File: src/rtl/mem_arbiter.sv
// SRAM access sequencer: arbitrates load/store and instruction-fetch channels onto
// the memory interface, pacing READ/WRITE and framing writes with setup/hold cycles.
`timescale 1ns/1ps
module mem_arbiter #(
    parameter int READ_CYCLES  = 2,
    parameter int WRITE_CYCLES = 1
) (
    input  logic        clk,
    input  logic        rst,
    input  logic        if_req,
    input  logic [15:0] if_addr,
    input  logic        mem_rd,
    input  logic        mem_wr,
    input  logic [15:0] mem_addr,
    input  logic [15:0] mem_wdata,
    input  logic [15:0] data_read,
    output logic [1:0]  control,
    output logic [15:0] addr,
    output logic [15:0] data_write,
    output logic [15:0] instr,
    output logic        if_done,
    output logic [15:0] rdata,
    output logic        mem_done,
    output logic        busy
);
    typedef enum logic [2:0] {
        S_IDLE   = 3'd0,
        S_RD     = 3'd1,
        S_IF     = 3'd2,
        S_WSETUP = 3'd3,
        S_WPULSE = 3'd4,
        S_WHOLD  = 3'd5
    } state_t;

    localparam logic [3:0] RD_LOAD   = 4'(READ_CYCLES - 1);
    localparam logic [3:0] WR_LOAD   = 4'(WRITE_CYCLES - 1);
    localparam logic [1:0] CTL_IDLE  = 2'b00;
    localparam logic [1:0] CTL_WRITE = 2'b01;
    localparam logic [1:0] CTL_READ  = 2'b10;

    state_t      state_q, state_d;
    logic [3:0]  cnt_q, cnt_d;
    logic [1:0]  control_q, control_d;
    logic [15:0] addr_q, addr_d;
    logic [15:0] data_write_q, data_write_d;
    logic [15:0] instr_q, instr_d;
    logic [15:0] rdata_q, rdata_d;
    logic        if_done_q, if_done_d;
    logic        mem_done_q, mem_done_d;
    logic        busy_q, busy_d;

    logic can_accept;
    logic accept_wr;
    logic accept_rd;
    logic accept_if;
    logic cnt_last;

    // Nothing is accepted while a done pulse is out: the requester has not yet
    // dropped the serviced request, and this also guarantees an IDLE gap.
    assign can_accept = (state_q == S_IDLE) && !if_done_q && !mem_done_q;
    assign accept_wr  = can_accept && mem_wr;
    assign accept_rd  = can_accept && mem_rd && !mem_wr;
    assign accept_if  = can_accept && if_req && !mem_wr && !mem_rd;
    assign cnt_last   = (cnt_q == 4'd0);

    always_ff @(posedge clk or negedge rst) begin
        if (!rst) begin
            state_q      <= S_IDLE;
            cnt_q        <= 4'd0;
            control_q    <= CTL_IDLE;
            addr_q       <= 16'd0;
            data_write_q <= 16'd0;
            instr_q      <= 16'd0;
            rdata_q      <= 16'd0;
            if_done_q    <= 1'b0;
            mem_done_q   <= 1'b0;
            busy_q       <= 1'b0;
        end else begin
            state_q      <= state_d;
            cnt_q        <= cnt_d;
            control_q    <= control_d;
            addr_q       <= addr_d;
            data_write_q <= data_write_d;
            instr_q      <= instr_d;
            rdata_q      <= rdata_d;
            if_done_q    <= if_done_d;
            mem_done_q   <= mem_done_d;
            busy_q       <= busy_d;
        end
    end

    always_comb begin
        state_d = state_q;
        cnt_d   = cnt_q;
        case (state_q)
            S_IDLE: begin
                if (accept_wr) begin
                    state_d = S_WSETUP;
                end else if (accept_rd) begin
                    state_d = S_RD;
                    cnt_d   = RD_LOAD;
                end else if (accept_if) begin
                    state_d = S_IF;
                    cnt_d   = RD_LOAD;
                end
            end
            S_RD, S_IF: begin
                if (cnt_last) state_d = S_IDLE;
                else          cnt_d   = cnt_q - 4'd1;
            end
            S_WSETUP: begin
                state_d = S_WPULSE;
                cnt_d   = WR_LOAD;
            end
            S_WPULSE: begin
                if (cnt_last) state_d = S_WHOLD;
                else          cnt_d   = cnt_q - 4'd1;
            end
            S_WHOLD: state_d = S_IDLE;
            default: state_d = S_IDLE;
        endcase
    end

    // Registered outputs: values computed here appear in the cycle after state_q.
    always_comb begin
        control_d    = control_q;
        addr_d       = addr_q;
        data_write_d = data_write_q;
        instr_d      = instr_q;
        rdata_d      = rdata_q;
        if_done_d    = 1'b0;
        mem_done_d   = 1'b0;
        case (state_q)
            S_IDLE: begin
                control_d = CTL_IDLE;
                if (accept_wr) begin
                    addr_d       = mem_addr;
                    data_write_d = mem_wdata;
                end else if (accept_rd) begin
                    addr_d    = mem_addr;
                    control_d = CTL_READ;
                end else if (accept_if) begin
                    addr_d    = if_addr;
                    control_d = CTL_READ;
                end
            end
            S_RD: begin
                if (cnt_last) begin
                    rdata_d    = data_read;
                    mem_done_d = 1'b1;
                    control_d  = CTL_IDLE;
                end
            end
            S_IF: begin
                if (cnt_last) begin
                    instr_d   = data_read;
                    if_done_d = 1'b1;
                    control_d = CTL_IDLE;
                end
            end
            S_WSETUP: control_d = CTL_WRITE;
            S_WPULSE: begin
                if (cnt_last) begin
                    control_d  = CTL_IDLE;
                    mem_done_d = 1'b1;
                end
            end
            S_WHOLD: control_d = CTL_IDLE;
            default: control_d = CTL_IDLE;
        endcase
        busy_d = (state_d != S_IDLE) || if_done_d || mem_done_d;
    end

    assign control    = control_q;
    assign addr       = addr_q;
    assign data_write = data_write_q;
    assign instr      = instr_q;
    assign rdata      = rdata_q;
    assign if_done    = if_done_q;
    assign mem_done   = mem_done_q;
    assign busy       = busy_q;

endmodule
File: config.mk
export PLATFORM = sky130hd
export DESIGN_NAME = mem_arbiter
export DESIGN_NICKNAME = d
export VERILOG_FILES = /design/src/rtl/mem_arbiter.sv
export SDC_FILE = /design/constraint.sdc
export NUM_CORES = 1
export LEC_CHECK = 0
export CAP_MARGIN = 10
export CORE_ASPECT_RATIO = 1.4
export CORE_MARGIN = 3
export CORE_UTILIZATION = 39
export CTS_CLUSTER_DIAMETER = 80
export CTS_CLUSTER_SIZE = 30
export DETAILED_ROUTE_END_ITERATION = 12
export GPL_TIMING_DRIVEN = 0
export PLACE_DENSITY = 0.76
export SLEW_MARGIN = 40
export SYNTH_ARGS = -nofsm -noshare
export SYNTH_HDL_FRONTEND = slang
export SYNTH_SLANG_ARGS = --single-unit
File: constraint.sdc
create_clock -name clk -period 2.4 [get_ports clk]
set_clock_uncertainty 0.2 [all_clocks]
set_input_delay 0.72 -clock clk [delete_from_list [all_inputs] [get_ports clk]]
set_output_delay 0.72 -clock clk [all_outputs]
set_load 0.05 [all_outputs]
==> out/results.env, run 1 <==
CLOCK_INSERTION_DELAY_WORST_SKEW_PS=320
MAXIMUM_NUMBER_OF_PINS_ON_ONE_NET_BEFORE_GLOBAL_ROUTE_REPAIR=53
WORST-PATH-MAX-FANOUT=2
TOTAL_NUMBER_OF_VIAS=2592
ROOT_BUFFER='sky130_fd_sc_hd__clkbuf_16'
ROUTE.DETAILED.WL_PER_INST_UM=16.05
SYNTHARSTFLOPSHARE=1.000
STATUS='finished, final reports clean'
END_KIND='primary output'
WIDTH_OF_THE_DIE_UM=84.19
DIE-AREA_UM2=9721
CORE_REGION_AREA_UM2=8247
FIRST_GLOBAL_VIAS=2672
PRE_CTS_WS_PS=-223.7
ANTENNA_CELLS_INSERTED=0
SYNTHESIS_WARNING_TOTAL=0
MAX-CLOCK-PATH-BUFFERS=2
ROW_COUNT=39
TOTAL_NUMBER_OF_CLOCK_TREE_SINKS=76
SYNTH.TOP_CELL.AREA_SHARE=0.5697
SYNTH_TOP_AREA_CELL='sky130_fd_sc_hd__dfrtp_1'
SETUP_TOTAL_NEGATIVE_SLACK_PS=0
SYNTH.YOSYS.SEQ_AREA_SHARE=0.5697
MAX_FREQ_MHz=420.6
WORSTHOLDPATHTYPE='input pin to asynchronous set/reset pin'
NETLIST_TOP_CELLS_COUNT='sky130_fd_sc_hd__dfrtp_1 (76), sky130_fd_sc_hd__mux2_2 (40), sky130_fd_sc_hd__nor2_1 (26), sky130_fd_sc_hd__a21oi_1 (18), sky130_fd_sc_hd__mux2i_1 (16)'
TIMING.SLEW.HEADROOM=0.5457
NUMBER_OF_MAX_SLEW_VIOLATIONS_IN_THE_FINAL_REPORT=0
MOST_COMMON_CELL_IN_THE_NETLIST='sky130_fd_sc_hd__dfrtp_1'
TIMING.FINAL.SETUP_VIOLATIONS=0
BIGGEST_CELL_DELAY_ALONG_THE_CRITICAL_PATH_PS=800
POSTSYNTHREGISTERBITS=76
WORSTPATHARRIVAL_PS=1460
FINALHOLDWORSTSLACK_PS=33.93
TIMING.CRITICAL_PATH.MAX_DELAY_FAMILY='buffers and inverters'
HTREE_LEVELS=3
AREA_GROWTH_SYN_TO_LAYOUT_PCT=54.57
POSTROUTEWIRELENGTH_UM=8267
POST_SYNTH_EDFFS=0
CRITICAL_PATH.STARTPOINT_TYPE='register'
SYN_AVG_CELL_AREA_UM2=13.04
IOS=138
SHARE_OF_LAYOUT_CELLS_ABOVE_DRIVE_STRENGTH_1=0.2300
NETLIST_TOP_CELLS_AREA='sky130_fd_sc_hd__dfrtp_1 (57%), sky130_fd_sc_hd__mux2_2 (13%), sky130_fd_sc_hd__mux2i_1 (4.8%), sky130_fd_sc_hd__mux2_4 (4.0%), sky130_fd_sc_hd__nor2_1 (2.9%)'
YOSYS_MOST_USED_DFF='sky130_fd_sc_hd__dfrtp_1'
TIMING_HOLD_VIOLATIONS_FINAL=0
SYNTHESIS.AREA_UM2=3338
CLKSLEWWORSTSETUPHOLDPATHS_PS=70
GRT_OVERFLOW_TOTAL=0
PLACE_HPWL_UM=6213
DETAIL-ROUTE-ANTENNA-NETS=0
PORTBUFFERS=137
TIMING.CRITICAL_PATH.REQUIRED_PS=1480
VIA_PER_INST=5.033
INITIAL_ANTENNA_VIOLATION_COUNT=0
DETAIL_ROUTE.FIRST_PASS.ITERATIONS=4
FINALCRITICALPERIOD_PS=2377
DIE_H_UM=115.5
WORST_SLACK_PS=22.63
SYN-INSTANCE-COUNT=256
FINAL_CORE_UTILIZATION=0.6257
CTS_TREE='done'
CRIT_SLOWEST_CELL='sky130_fd_sc_hd__clkdlybuf4s50_1'
FLOORPLAN.INITIALDENSITY=0.4048
POST_CTS_HOLD_BUFFER_COUNT=0
CTS_MADE_BUFFERS=9
CP_CELL_SEQUENCE='clkdlybuf4s50_1'
FINAL_MIN_PERIOD_OVER_CLOCK_PERIOD=0.9906
SYNTHESIS.NETS=327
FINAL_NET_COUNT=479
INITIALDRTVIOLATIONCOUNT=126
GRT_PASS1_WL_UM=12940
WORST-SETUP-PATH-TYPE='register to primary output'
CRITICAL_PATH.N_BUFFERS_INVERTERS=1
YS_TYPES=46
GP_CONGESTION=0.8368
SEQUENTIAL_CELL_AREA_UM2=1903
MAX_CAP_VIOLATIONS=0
WORST-SLEW-PIN-TRANSITION_PS=675.4
FILLER_CELL_COUNT=686
DRC=0
OVERALL_ROUTING_RESOURCE_USAGE=0.1672
FOOTPRINT_OF_THE_MULTI_INPUT_GATES_UM2=1335
==> layout by cell type (no fill, tap or decap), types with 3 or more instances in the layout <==
cell and count:
sky130_fd_sc_hd__a21oi_1 18, sky130_fd_sc_hd__buf_2 7, sky130_fd_sc_hd__buf_4 5, sky130_fd_sc_hd__clkbuf_16 9
sky130_fd_sc_hd__clkdlybuf4s50_1 68, sky130_fd_sc_hd__dfrtp_1 75, sky130_fd_sc_hd__dlygate4sd2_1 64, sky130_fd_sc_hd__dlymetal6s2s_1 4
sky130_fd_sc_hd__inv_1 5, sky130_fd_sc_hd__inv_6 3, sky130_fd_sc_hd__mux2_2 40, sky130_fd_sc_hd__mux2_4 9
sky130_fd_sc_hd__mux2i_1 16, sky130_fd_sc_hd__nand2_1 5, sky130_fd_sc_hd__nor2_1 26, sky130_fd_sc_hd__nor3_1 5
sky130_fd_sc_hd__o21ai_0 3
==> layout make-up <==
cell class,instances,area share
Buffer,12,0.01576
Clock buffer,9,0.04365
Clock inverter,7,0.02037
Inverter,6,0.004365
Multi-Input combinational cell,161,0.2587
Sequential cell,76,0.3688
Tap cell,102,0.02473
Timing Repair Buffer,142,0.2636
==> logic make-up after synthesis <==
kind of cell    share of synthesized area
flops                              0.5697
compound gates                    0.05959
buf+inv                           0.03448
mux                                0.2234
fa+ha+maj                         0.01049
xor+xnor                         0.005248
simple gates                      0.09708
==> stage by stage <==
| step | instances | cell area, um^2 |
|---|---|---|
| 2_1_floorplan | 256 | 3338 |
| 3_3_place_gp | 495 | 4837 |
| 3_5_place_dp | 496 | 4866 |
| 4_1_cts | 513 | 5131 |
| 5_1_grt | 515 | 5160 |
| 6_report | 515 | 5160 |
==> final timing paths <==
check	start	slack [ps]	cells after the start	to
worst max register to register	cnt_q[0]	40	6	instr[9]
worst min-delay path	rst	30	1	data_write[15]
max in group asynchronous	rst	1440	2	addr[0]
worst max-delay path	data_write[9]	20	1	data_write[9]
worst min register to register	control[1]	280	1	control[1]
min in group clk	control[1]	280	1	control[1]
==> sequential cells by signal, indices dropped and copies added, names as in the netlist <==
name,cells
instr,16
data_write,16
cnt_q,4
addr,16
control,2
mem_done,1
if_done,1
rdata,16
state_q,3
busy,1
==> metal layers <==
metal  vias up  wire (um)  track usage
met2       102       4581       0.3098
met3        20        407      0.02418
met5         -          0            0
li1       1217          -            -
met4         0        276      0.09013
met1      1253       3002       0.1836
==> timing repair <==
action                                  CTS  global route
buffers inserted                          1             3
gates resized for setup                  66             7
pin swaps                                 0             1
endpoints found under the setup margin   84            24
gates cloned                              0             0
Power of run 1 is not shown: default switching activity piles up to over one toggle a cycle in this logic, so the estimate is an artifact.
==> inputs of run 2 (changes only) <==
--- a/config.mk
+++ b/config.mk
@@ -9,6 +9,7 @@
 export CORE_ASPECT_RATIO = 1.4
 export CORE_MARGIN = 3
 export CORE_UTILIZATION = 39
+export CTS_BUF_LIST = sky130_fd_sc_hd__clkbuf_16
 export CTS_CLUSTER_DIAMETER = 80
 export CTS_CLUSTER_SIZE = 30
 export DETAILED_ROUTE_END_ITERATION = 12
==> results of run 2 <==
The final DEF is identical to that of run 1; final timing and power are the same.
Power of run 2 is left out for the same reason.
==> inputs of run 3 (changes only) <==
--- a/config.mk
+++ b/config.mk
@@ -8,13 +8,13 @@
 export CAP_MARGIN = 10
 export CORE_ASPECT_RATIO = 1.4
 export CORE_MARGIN = 3
-export CORE_UTILIZATION = 39
-export CTS_BUF_LIST = sky130_fd_sc_hd__clkbuf_16
+export CORE_UTILIZATION = 40
+export CTS_BUF_LIST = sky130_fd_sc_hd__clkbuf_8
 export CTS_CLUSTER_DIAMETER = 80
 export CTS_CLUSTER_SIZE = 30
 export DETAILED_ROUTE_END_ITERATION = 12
 export GPL_TIMING_DRIVEN = 0
-export PLACE_DENSITY = 0.76
+export PLACE_DENSITY = 0.78
 export SLEW_MARGIN = 40
 export SYNTH_ARGS = -nofsm -noshare
 export SYNTH_HDL_FRONTEND = slang
==> out/results.env, run 3 (synthesis gave the netlist of run 1 again) <==
TOTAL_NUMBER_OF_VIAS=2528
HTREE_LEVELS=3
WORSTPATHARRIVAL_PS=2330
FINAL_MIN_PERIOD_OVER_CLOCK_PERIOD=0.9608
IOS=138
NUMBER_OF_MAX_SLEW_VIOLATIONS_IN_THE_FINAL_REPORT=0
GRT_PASS1_WL_UM=12740
PORTBUFFERS=137
MAX-CLOCK-PATH-BUFFERS=2
FINALCRITICALPERIOD_PS=2306
ROOT_BUFFER='sky130_fd_sc_hd__clkbuf_8'
FINAL_CELLS=511
MAX_FREQ_MHz=433.7
GRT_SETUP_UNREPAIRED='no'
POSTLAYOUTCELLAREA_UM2=4980
INITIALDRTVIOLATIONCOUNT=118
TIMING.SLEW.HEADROOM=0.5508
PLACE_HPWL_UM=5877
POST_CTS_HOLD_BUFFER_COUNT=0
DETAIL-ROUTE-ANTENNA-NETS=0
MAX_CAP_VIOLATIONS=0
AREA_GROWTH_SYN_TO_LAYOUT_PCT=49.18
FLOORPLAN.INITIALDENSITY=0.4204
STATUS='finished, final reports clean'
DIE-AREA_UM2=9493
TOTAL_NUMBER_OF_CLOCK_TREE_SINKS=76
WORSTHOLDPATHTYPE='input pin to asynchronous set/reset pin'
TIMING.FINAL.SETUP_VIOLATIONS=0
FIRST_GLOBAL_VIAS=2744
WIDTH_OF_THE_DIE_UM=83.21
CORE_REGION_AREA_UM2=7940
INITIAL_ANTENNA_VIOLATION_COUNT=0
ROUTE.DETAILED.WL_PER_INST_UM=15.01
CELL_COUNT_AFTER_PLACEMENT=494
TIMING_HOLD_VIOLATIONS_FINAL=0
DETAIL_ROUTE.FIRST_PASS.ITERATIONS=4
CTS_TREE='done'
DRC=0
GRT_OVERFLOW_TOTAL=0
WORST-SETUP-PATH-TYPE='register to register'
CTS_MADE_BUFFERS=9
FINALHOLDWORSTSLACK_PS=69.55
ROW_COUNT=38
OVERALL_ROUTING_RESOURCE_USAGE=0.1666
MAXIMUM_NUMBER_OF_PINS_ON_ONE_NET_BEFORE_GLOBAL_ROUTE_REPAIR=40
WORST-PATH-MAX-FANOUT=10
POSTROUTEWIRELENGTH_UM=7669
DIE_H_UM=114.1
SETUP_TOTAL_NEGATIVE_SLACK_PS=0
TIMING.CRITICAL_PATH.REQUIRED_PS=2420
VIA_PER_INST=4.947
CLKSLEWWORSTSETUPHOLDPATHS_PS=70
WORST-SLEW-PIN-TRANSITION_PS=667.8
CRITICAL_PATH.STARTPOINT_TYPE='register'
ANTENNA_CELLS_INSERTED=0
MOST-COMMON-LAYOUT-CELLS='sky130_fd_sc_hd__dfrtp_1 (75), sky130_fd_sc_hd__dlygate4sd2_1 (69), sky130_fd_sc_hd__clkdlybuf4s50_1 (67), sky130_fd_sc_hd__mux2_2 (40), sky130_fd_sc_hd__nor2_1 (26)'
SHARE_OF_LAYOUT_CELLS_ABOVE_DRIVE_STRENGTH_1=0.2214
END_KIND='register'
GP_CONGESTION=0.8934
CLOCK_INSERTION_DELAY_WORST_SKEW_PS=340
LAYOUT_COMMONEST_CELL='sky130_fd_sc_hd__dfrtp_1'
FILLER_CELL_COUNT=661
PLACEDINSTANCEAREA_UM2=4856
FINAL_NET_COUNT=478
## run 3: critical path: stages, from the launching register on
cell	delay, ps
sky130_fd_sc_hd__dfrtp_2	430
sky130_fd_sc_hd__inv_2	60
sky130_fd_sc_hd__ha_2	170
sky130_fd_sc_hd__or3b_4	390
sky130_fd_sc_hd__or3_4	460
sky130_fd_sc_hd__buf_12	180
sky130_fd_sc_hd__mux2_4	290
## run 3: timing repair
action,4_1_cts,5_1_grt
setup endpoints to repair,89,20
pin swaps,0,1
buffers inserted,1,2
gates resized for setup,71,4
## run 3: path summary, 6_finish.rpt
path,start,cells after the start,end,slack [ps]
max in group asynchronous,rst,2,cnt_q[0],1410
hold / removal,rst,1,addr[1],70
hold reg to reg,control[1],1,control[1],280
min in group clk,control[1],1,control[1],280
setup / recovery,cnt_q[0],6,instr[14],90
setup reg to reg,cnt_q[0],6,instr[14],90
## run 3: area by class of cell
type,count,area [um^2],area share
Buffer,12,81.33,0.01633
Clock buffer,10,137.6,0.02764
Multi-Input combinational cell,161,1335,0.2681
Clock inverter,5,46.29,0.009296
Tap cell,100,125.1,0.02513
Timing Repair Buffer,141,1329,0.2668
Sequential cell,76,1903,0.3822
Inverter,6,22.52,0.004523
## run 3: layer usage
layer | track usage | part of all wire | vias up
met1 | 0.1846 | 0.39 | 1220
li1 | - | - | 1201
met2 | 0.3003 | 0.52 | 94
met4 | 0.06216 | 0.018 | 0
met5 | 0 | 0 | -
met3 | 0.05040 | 0.070 | 13
## run 3: per-stage QoR
step,util,setup WS [ps]
CTS,0.6257,6.400
detailed placement,0.6116,-200.2
floorplan,-,114.2
finish,0.6272,94.16
global route,0.6272,34.38
global placement,0.6089,-2195
Power of run 3 is left out for the same reason.
